## src/rtl/xor_stream_cipher.sv

```systemverilog
// Streaming XOR encrypter with valid/ready flow control.
// Each accepted word is XORed with the current key and registered on the output.
// Fixed-key mode applies rotl(key, shift) to every word. Rolling-key mode rotates
// the key by a further `shift` after each word and restarts the schedule after
// a word flagged with s_last.
module xor_stream_cipher #(
  parameter int DATA_W  = 8,
  parameter int SHIFT_W = $clog2(DATA_W),
  parameter int CNT_W   = 16
) (
  input  logic               clk,
  input  logic               rst_n,
  input  logic               key_load,
  input  logic [DATA_W-1:0]  key,
  input  logic [SHIFT_W-1:0] shift,
  input  logic               mode,
  input  logic               s_valid,
  output logic               s_ready,
  input  logic [DATA_W-1:0]  s_data,
  input  logic               s_last,
  output logic               m_valid,
  input  logic               m_ready,
  output logic [DATA_W-1:0]  m_data,
  output logic               m_last,
  output logic [CNT_W-1:0]   word_count
);

  localparam logic [CNT_W-1:0] CNT_MAX = '1;

  // Left rotate with wrap. The word is doubled so the shift amount stays below
  // DATA_W, which keeps rotl(x, 0) == x without a shift by the full width.
  function automatic logic [DATA_W-1:0] rotl(input logic [DATA_W-1:0] x,
                                             input logic [SHIFT_W-1:0] n);
    logic [2*DATA_W-1:0] dbl;
    logic [SHIFT_W-1:0]  amt;
    amt = n & SHIFT_W'(DATA_W - 1);
    dbl = {x, x} << amt;
    return dbl[2*DATA_W-1:DATA_W];
  endfunction

  logic [DATA_W-1:0]  base_key_q, base_key_d;
  logic [SHIFT_W-1:0] shift_r_q,  shift_r_d;
  logic               mode_r_q,   mode_r_d;
  logic [DATA_W-1:0]  cur_key_q,  cur_key_d;
  logic               key_ok_q,   key_ok_d;
  logic               m_valid_q,  m_valid_d;
  logic [DATA_W-1:0]  m_data_q,   m_data_d;
  logic               m_last_q,   m_last_d;
  logic [CNT_W-1:0]   word_count_q, word_count_d;

  logic               accept;
  logic [DATA_W-1:0]  eff_base;
  logic [DATA_W-1:0]  eff_cur;
  logic [SHIFT_W-1:0] eff_shift;
  logic               eff_mode;
  logic [CNT_W-1:0]   cnt_base;

  // Input side may take a word once a key exists and the output slot frees up.
  assign s_ready = key_ok_q && (!m_valid_q || m_ready);
  assign accept  = s_valid && s_ready;

  // Key context for this cycle: a key_load takes effect on a word accepted alongside it.
  always_comb begin
    eff_base  = base_key_q;
    eff_shift = shift_r_q;
    eff_mode  = mode_r_q;
    eff_cur   = cur_key_q;
    if (key_load) begin
      eff_base  = key;
      eff_shift = shift;
      eff_mode  = mode;
      eff_cur   = rotl(key, shift);
    end
  end

  // Next-state for key schedule, output register and word counter.
  always_comb begin
    base_key_d   = eff_base;
    shift_r_d    = eff_shift;
    mode_r_d     = eff_mode;
    cur_key_d    = eff_cur;
    key_ok_d     = key_ok_q | key_load;
    m_valid_d    = m_valid_q;
    m_data_d     = m_data_q;
    m_last_d     = m_last_q;
    cnt_base     = key_load ? '0 : word_count_q;
    word_count_d = cnt_base;

    if (m_ready) begin
      m_valid_d = 1'b0;
    end

    if (accept) begin
      m_valid_d = 1'b1;
      m_data_d  = s_data ^ eff_cur;
      m_last_d  = s_last;
      if (cnt_base != CNT_MAX) begin
        word_count_d = cnt_base + CNT_W'(1);
      end
      if (eff_mode) begin
        // Rolling key: keep rotating within a packet, restart after its last word.
        cur_key_d = s_last ? rotl(eff_base, eff_shift) : rotl(eff_cur, eff_shift);
      end
    end
  end

  // State registers; reset discards any word in flight and forgets the key.
  always_ff @(posedge clk or negedge rst_n) begin
    if (!rst_n) begin
      base_key_q   <= '0;
      shift_r_q    <= '0;
      mode_r_q     <= 1'b0;
      cur_key_q    <= '0;
      key_ok_q     <= 1'b0;
      m_valid_q    <= 1'b0;
      m_data_q     <= '0;
      m_last_q     <= 1'b0;
      word_count_q <= '0;
    end else begin
      base_key_q   <= base_key_d;
      shift_r_q    <= shift_r_d;
      mode_r_q     <= mode_r_d;
      cur_key_q    <= cur_key_d;
      key_ok_q     <= key_ok_d;
      m_valid_q    <= m_valid_d;
      m_data_q     <= m_data_d;
      m_last_q     <= m_last_d;
      word_count_q <= word_count_d;
    end
  end

  assign m_valid    = m_valid_q;
  assign m_data     = m_data_q;
  assign m_last     = m_last_q;
  assign word_count = word_count_q;

endmodule

```

## config.mk

```make
export PLATFORM = sky130hd
export DESIGN_NAME = xor_stream_cipher
export DESIGN_NICKNAME = d
export VERILOG_FILES = /design/src/rtl/xor_stream_cipher.sv
export SDC_FILE = /design/constraint.sdc
export NUM_CORES = 1
export LEC_CHECK = 0
export ABC_AREA = 0
export BUFFER_PORTS_ARGS = -buffer_cell sky130_fd_sc_hd__buf_4
export CAP_MARGIN = 20
export CORE_MARGIN = 1.5
export CORE_UTILIZATION = 60
export CTS_CLUSTER_DIAMETER = 50
export DETAILED_ROUTE_END_ITERATION = 12
export PLACE_DENSITY = 0.85
export SLEW_MARGIN = 20
export SYNTH_ARGS = -nofsm -noshare
export SYNTH_HDL_FRONTEND = slang
export SYNTH_SLANG_ARGS = --single-unit
```

## constraint.sdc

```tcl
create_clock -name clk -period 5.7 [get_ports clk]
set_input_delay 1.71 -clock clk [delete_from_list [all_inputs] [get_ports clk]]
set_output_delay 1.71 -clock clk [all_outputs]
set_load 0.02 [all_outputs]
```

==> metrics.md, run 1 <==
| Metric | Value |
|---|---|
| Status | `finished, final reports clean` |
| CP max-delay cell | `mux2i_1` |
| Die width | `~74 um` |
| Reg area | `about 0.0012 mm2` |
| Clock skew | `0.007307 ns` |
| Register area share after synthesis | `approximately two fifths` |
| Worst-Margin Slew | `0.9129 ns` |
| Clk slew on worst S/H paths | `0.09 ns` |
| Vias in the first global route | `2357` |
| Crit start category | `primary input` |
| Core Rows | `25` |
| Post-layout net count | `371` |
| First-pass GRT wire length | `about 12000 um` |
| Count leader, synth | `dfrtp_1` |
| Post-CTS Hold Fix Bufs | `0` |
| RSZ-0062 raised after global routing | `false` |
| Ant diodes | `0` |
| Crit path largest cell delay | `between 0.8 and 0.9 ns` |
| Max Fclk | `around 230 MHz` |
| Worst setup path class | `in2reg` |
| CP bufs+invs | `2` |
| Final GP Congestion | `0.9376` |
| Endpoints failing hold | `0` |
| Ys async rst share | `100.0%` |
| Slew Limit Fails | `0` |
| Crit path cell chain | `buf_4, mux2i_1, inv_2, mux2i_1, a22o_1, a211oi_1, a2111oi_0, a221oi_1` |
| Main synth FF type | `dfrtp_1` |
| Post-synth cell types | `54` |
| Latest clock arrival within the worst-skew pair | `0.30 ns` |
| Filler cells | `362` |
| Post-CTS Setup Inserts | `0` |
| LEAKAGE | `1.533 nW` |
| Top post-synthesis cells by count | `dfrtp_1 (47), nand2_1 (36), nor2_1 (32)` |
| Post-synth EDFFs | `0` |
| Global Route Usage Sum | `27.66%` |
| Crit path required time | `5.85 ns` |
| Mean Syn Cell Area | `10.12 um2` |
| Drt wl/cell | `17.54 um` |
| Htree depth | `2` |
| # port buffers | `52` |
| Cell area after synthesis | `0.003047 mm2` |
| Vias | `2538` |
| Vias per inst | `6.160` |
| DR iter-0 viols | `around 280` |
| WHS | `0.4880 ns` |
| 1st-pass router iterations | `4` |
| Pin count of the biggest net entering global routing | `60` |
| TritonCTS clock tree | `done` |
| Initial Utilization | `63.25%` |
| Critical Path End Type | `register` |
| Multi-input logic area | `0.001728 mm2` |
| IO Count | `53` |
| Drc violations | `0` |
| Core area | `0.004817 mm2` |
| Clock sinks | `47` |
| Yosys reg bits | `47` |
| Worst path arrival time | `4.52 ns` |
| Initial antenna violation count | `0` |
| CP most frequent cell | `mux2i_1` |
| Die Area | `0.005515 mm2` |
| Remaining Overflow, GRT | `0` |
| PwrDens | `255.7 mW/mm2` |
| Area contributors post-synth | `dfrtp_1 (39%), mux2i_1 (6.6%), mux4_2 (5.9%), nand2_1 (4.4%), mux2_2 (4.4%)` |
| TritonCTS Buffers | `5` |
| Syn_nets | `328` |
| YS warnings | `0` |
| Worst hold path class | `reg2reg` |
| Top delay family on crit path | `multiplexers` |
| Synth area leader | `dfrtp_1` |
| CTS root buf | `clkbuf_8` |
| Max_cap viols | `0` |
| DP HPWL | `5277 um` |
| P&R area growth vs syn | `14.74%` |
| Synth top area share | `about two fifths` |
| Synth Instances | `about 300` |
| Final setup vio count | `0` |
| Die height | `74.26 um` |
| Final setup TNS | `0 ns` |
| Post-DRT Antenna Nets | `0` |
| VDD IR max | `197.5 uV` |
| Period utilization | `~77%` |
| Final wirelength | `7226 um` |
| Clock buffer depth | `2` |
| Max FO, Critical Path | `59` |
| Share of cells above drive strength 1 | `26.38%` |
| Post-layout minimum cycle time | `4.367 ns` |
| CTS resizes | `0` |
| Slew headroom | `roughly 37%` |
## sequential cells by signal, indices dropped and copies added, names as in the netlist
name and cells:
base_key_q 8, cur_key_q 8, key_ok_q 1, m_data 8
m_last 1, m_valid 1, mode_r_q 1, shift_r_q 3
word_count 16
## layout make-up
class / instances / area share (%)
clock buffer: 6 / 2.362
clock inverter: 2 / 0.4653
inverter: 5 / 0.5369
multi-input combinational: 233 / 49.43
sequential: 47 / 33.64
tap: 67 / 2.398
timing repair buffer: 52 / 11.17
## cell families after synthesis
logic type	Yosys count	share of synthesized area, %
simple gates	108	16.39
compound gates	57	13.55
flops	47	38.60
mux	46	20.33
xor+xnor	21	6.037
buf+inv	21	4.681
fa+ha+maj	1	0.4106
## cell usage in the layout (no fill, tap or decap), drive strengths merged, types with 6 or more instances in the layout
master   n
a21oi    9
buf     52
clkbuf   6
dfrtp   47
mux2    14
mux2i   24
mux4     8
nand2   36
nand2b   7
nand3    8
nor2    32
o21ai   19
xnor2   10
xor2    11
## metal layers
metal	vias up	global-route usage, %	part of all wire, %
li1	1170	-	-
met1	1222	38.44	42
met2	126	44.94	49
met3	20	3.930	6.8
met4	0	9.293	1.9
met5	-	0	0
## power breakdown
part / switching (W) / internal, W / leakage (nW) / total (W)
sequential: 0.0000256 / 0.000371 / 0.583 / 0.000397
clock: 0.000117 / 0.0000991 / 0.0474 / 0.000216
combinational: 0.000161 / 0.000119 / 0.902 / 0.000281
## stage by stage
stage	utilization (%)	cell area [um2]	setup WS [ns]	cells	total power [W]
finish	72.57	3496	1.333	412	0.0008938
global route	72.57	3496	1.168	412	0.0009341
CTS	72.57	3496	1.442	412	0.0008909
detailed placement	70.52	3397	1.152	404	0.0006792
global placement	70.52	3397	1.352	404	0.0006716
floorplan	-	3047	1.909	301	0.0005893
## path summary, 6_finish.rpt
| check | slack (ns) | endpoint | depth (start not counted) | start |
|---|---|---|---|---|
| hold / removal | 0.49 | key_ok_q$_DFF_PN0_ | 1 | key_ok_q$_DFF_PN0_ |
| min in group asynchronous | 1.40 | m_data[4]$_DFFE_PN0P_ | 1 | rst_n |
| hold reg to reg | 0.49 | key_ok_q$_DFF_PN0_ | 1 | key_ok_q$_DFF_PN0_ |
| max in group asynchronous | 3.90 | shift_r_q[2]$_DFF_PN0_ | 1 | rst_n |
| setup reg to reg | 2.86 | cur_key_q[2]$_DFF_PN0_ | 7 | shift_r_q[0]$_DFF_PN0_ |
| setup / recovery | 1.33 | cur_key_q[2]$_DFF_PN0_ | 8 | key_load |
No activity file was read; power rests on OpenSTA's default activity.
==> run 2, diff against run 1 <==
--- a/config.mk
+++ b/config.mk
@@ -5,14 +5,14 @@
 export SDC_FILE = /design/constraint.sdc
 export NUM_CORES = 1
 export LEC_CHECK = 0
-export ABC_AREA = 0
+export ABC_AREA = 1
 export BUFFER_PORTS_ARGS = -buffer_cell sky130_fd_sc_hd__buf_4
 export CAP_MARGIN = 20
 export CORE_MARGIN = 1.5
-export CORE_UTILIZATION = 60
+export CORE_UTILIZATION = 51
 export CTS_CLUSTER_DIAMETER = 50
 export DETAILED_ROUTE_END_ITERATION = 12
-export PLACE_DENSITY = 0.85
+export PLACE_DENSITY = 0.77
 export SLEW_MARGIN = 20
 export SYNTH_ARGS = -nofsm -noshare
 export SYNTH_HDL_FRONTEND = slang
==> constraint.sdc (replaced) <==
create_clock -name clk -period 3.83 [get_ports clk]
set_input_delay 1.149 -clock clk [delete_from_list [all_inputs] [get_ports clk]]
set_output_delay 1.149 -clock clk [all_outputs]
set_load 0.02 [all_outputs]
==> metrics.md, run 2 <==
| Metric | Value |
|---|---|
| CTS root buf | `clkbuf_8` |
| Synth top area share | `38.96% (+0.35 points)` |
| Internal Dissipation | `0.0008115 W (+38%)` |
| Final setup TNS | `0 ns (unchanged)` |
| Top routing layer in use | `met4` |
| Worst path arrival time | `3.10 ns (-1.42 ns)` |
| Worst setup path class | `in2reg` |
| Post-DRT Antenna Nets | `0 (unchanged)` |
| Post-CTS Hold Fix Bufs | `0 (unchanged)` |
| Top post-synthesis cells by count | `nand2_1 (125), nand3_1 (103), dfrtp_1 (47)` |
| Latest clock arrival within the worst-skew pair | `0.30 ns (about the same)` |
| IO Count | `53 (unchanged)` |
| Comb pwr share | `29.9% (-1.5 points)` |
| Status | `finished, final reports clean` |
| Ys async rst share | `100.0% (unchanged)` |
| CP most frequent cell | `nand2_1` |
| Mean Syn Cell Area | `7.293 um2 (-28%)` |
| # port buffers | `52 (unchanged)` |
| Slew Limit Fails | `0 (unchanged)` |
| Largest register FFs | `16 (unchanged)` |
| Yosys reg bits | `47 (unchanged)` |
| Clock skew | `0.005789 ns (-0.001518 ns)` |
| TritonCTS clock tree | `done` |
| Endpoints failing hold | `0 (unchanged)` |
| Die width | `79.94 um (+7.6%)` |
| 1st-pass router iterations | `6 (+2)` |
| VDD IR max | `191.9 uV (-2.8%)` |
| Reg power frac | `46.2% (+1.8 points)` |
| Crit path largest cell delay | `0.31 ns (-0.53 ns)` |
| Final wirelength | `7909 um (+9.5%)` |
| Ant diodes | `0 (unchanged)` |
| Clk slew on worst S/H paths | `0.09 ns (about the same)` |
| Synth Instances | `414 (+38%)` |
| Initial antenna violation count | `0 (unchanged)` |
| Initial Utilization | `53.84% (-9.4 points)` |
| Worst-Margin Slew | `0.6118 ns (-0.3011 ns)` |
| Crit start category | `primary input` |
| Global Route Usage Sum | `26.29% (-1.4 points)` |
| Area contributors post-synth | `dfrtp_1 (39%), nand3_1 (17%), nand2_1 (16%), xor2_1 (4.1%), o21ai_0 (3.3%)` |
| Register area share after synthesis | `38.96% (+0.35 points)` |
| Core area | `0.005608 mm2 (+16%)` |
| Drt wl/cell | `14.78 um (-16%)` |
| Clock sinks | `47 (unchanged)` |
| Synth area leader | `dfrtp_1` |
| PwrDens | `351.5 mW/mm2 (+37%)` |
| Max FO, Critical Path | `22 (-63%)` |
| Switching Fraction | `34.19% (+0.19 points)` |
| Vias in the first global route | `2898 (+23%)` |
| TritonCTS Buffers | `5 (unchanged)` |
| DP Area | `0.003427 mm2 (+0.88%)` |
| Period utilization | `75.28%` |
| Remaining Overflow, GRT | `0 (unchanged)` |
| YS warnings | `0 (unchanged)` |
| Post-CTS Setup Inserts | `0 (unchanged)` |
| Vias | `3066 (+21%)` |
| Share of cells above drive strength 1 | `17.28% (-9.1 points)` |
| Post-layout net count | `489 (+32%)` |
| Drc violations | `0 (unchanged)` |
| DR iter-0 viols | `219 (-23%)` |
| WL met3 | `456 um (-6.9%)` |
| Commonest non-fill, non-tap cells in the layout | `nand2_1 (125), nand3_1 (103), buf_4 (54)` |
| Final setup vio count | `0 (unchanged)` |
| Post-synth cell types | `36 (-33%)` |
| Pin count of the biggest net entering global routing | `48 (-20%)` |
| RSZ-0062 raised after global routing | `false` |
| DP HPWL | `5930 um (+12%)` |
| Cell area after synthesis | `0.003019 mm2 (-0.90%)` |
| Htree depth | `2 (unchanged)` |
| Post-layout minimum cycle time | `2.883 ns` |
| Crit path required time | `4.05 ns (-1.80 ns)` |
| Post-synth EDFFs | `0 (unchanged)` |
| Syn_nets | `441 (+34%)` |
| First-pass GRT wire length | `13080 um (+14%)` |
| CP max-delay cell | `nor2_1` |
| Clock power share | `23.8% (-0.4 points)` |
| Slew headroom | `59.21% (+22 points)` |
| Critical Path End Type | `register` |
| Routed length on met2 | `3922 um (+10%)` |
| Final GP Congestion | `0.9320 (-0.60%)` |
| Commonest non-fill, non-tap cell in the layout | `nand2_1` |
| Max_cap viols | `0 (unchanged)` |
| P&R area growth vs syn | `16.20%` |
| Max Fclk | `346.8 MHz` |
| LEAKAGE | `1.744 nW (+14%)` |
| Core Rows | `27 (+8.0%)` |
| CTS resizes | `0 (unchanged)` |
| Met1 wire length | `3246 um (+7.0%)` |
| Main synth FF type | `dfrtp_1` |
| Post-Layout Inst Area | `0.003508 mm2 (+0.36%)` |
| Worst hold path class | `reg2reg` |
| Vias per inst | `5.731 (-7.0%)` |
| Psw | `0.0004216 W (+39%)` |
| Crit path cell chain | `buf_4, nor2_1, ha_1, nand2_1, nor2_4, nand3_2, nor2_2, nand2_1, nor3_4, a21oi_4, nand2_1, xor2_1` |
| Clock buffer depth | `2 (unchanged)` |
| Count leader, synth | `nand2_1` |
| Die Area | `0.006390 mm2 (+16%)` |
| Die height | `79.94 um (+7.6%)` |
## run 2: cell count changes after synthesis, sizes merged, moves of 7 or more
cell	change
nand3	+98
nand2	+92
inv	+24
mux2i	-24
mux2	-14
nor2	-13
nand4	+9
mux4	-8
nand2b	-7
## run 2: routing by layer
metal / track usage, % / vias up
li1: - / 1471
met1: 32.46 / 1426
met2: 44.62 / 140
met3: 3.771 / 29
met4: 12.93 / 0
met5: 0 / -
## run 2: per-stage QoR
step / power, W / hold WS [ns] / setup WS (ns) / util [%] / std cells
after CTS: 0.001234 / 0.4744 / 0.9582 / 62.56 / 535
after global placement: 0.0009408 / 0.4367 / 0.7284 / 61.11 / 527
after floorplan: 0.0008192 / 0.4219 / 0.9423 / - / 414
final: 0.001233 / 0.4752 / 0.9468 / 62.56 / 535
after detailed placement: 0.0009462 / 0.4517 / 0.6594 / 61.11 / 527
after global routing: 0.001310 / 0.5112 / 0.7280 / 62.56 / 535
## run 2: cell type report
type	count	area [um2]
Fill cell	544	2100
Inverter	32	122.6
Multi-Input combinational cell	322	1633
Clock inverter	1	5.005
Timing Repair Buffer	54	405.4
Sequential cell	47	1176
Tap cell	72	90.09
Clock buffer	7	76.32
## run 2: power groups by stage
| stage | Clock, W | Sequential, W | Combinational (W) |
|---|---|---|---|
| 2_1_floorplan | 0 | 0.000609 | 0.000210 |
| 3_3_place_gp | 0 | 0.000579 | 0.000362 |
| 3_5_place_dp | 0 | 0.000580 | 0.000366 |
| 4_1_cts | 0.000296 | 0.000571 | 0.000367 |
| 5_1_grt | 0.000323 | 0.000576 | 0.000411 |
| 6_report | 0.000294 | 0.000570 | 0.000369 |
## run 2: worst paths after layout
| path | startpoint | end | slack, ns | cells after the start |
|---|---|---|---|---|
| setup / recovery | key_load | word_count[3]$_DFF_PN0_ | 0.95 | 12 |
| hold / removal | key_ok_q$_DFF_PN0_ | key_ok_q$_DFF_PN0_ | 0.48 | 2 |
| setup reg to reg | word_count[0]$_DFF_PN0_ | word_count[3]$_DFF_PN0_ | 1.63 | 12 |
| hold reg to reg | key_ok_q$_DFF_PN0_ | key_ok_q$_DFF_PN0_ | 0.48 | 2 |
| max in group asynchronous | rst_n | cur_key_q[2]$_DFF_PN0_ | 2.57 | 1 |
| min in group asynchronous | rst_n | word_count[5]$_DFF_PN0_ | 0.86 | 1 |
## run 2: cell families after synthesis
kind of cell,after synthesis,synth area share (%)
adders and majority gates,1,0.4144
xor gates and xnor gates,22,6.382
AOI/OAI and AO/OA,28,5.429
buffers and inverters,45,6.962
and+or+nand+nor,271,41.86
DFF,47,38.96
## run 2: critical path, delay by kind of cell
family,cells,cell delay (ns)
AND/OR/NAND/NOR,8,1.23
buffers and inverters,1,0.20
AO/OA/AOI/OAI,1,0.14
XOR/XNOR,1,0.16
adder cells (fa/ha/maj),1,0.23
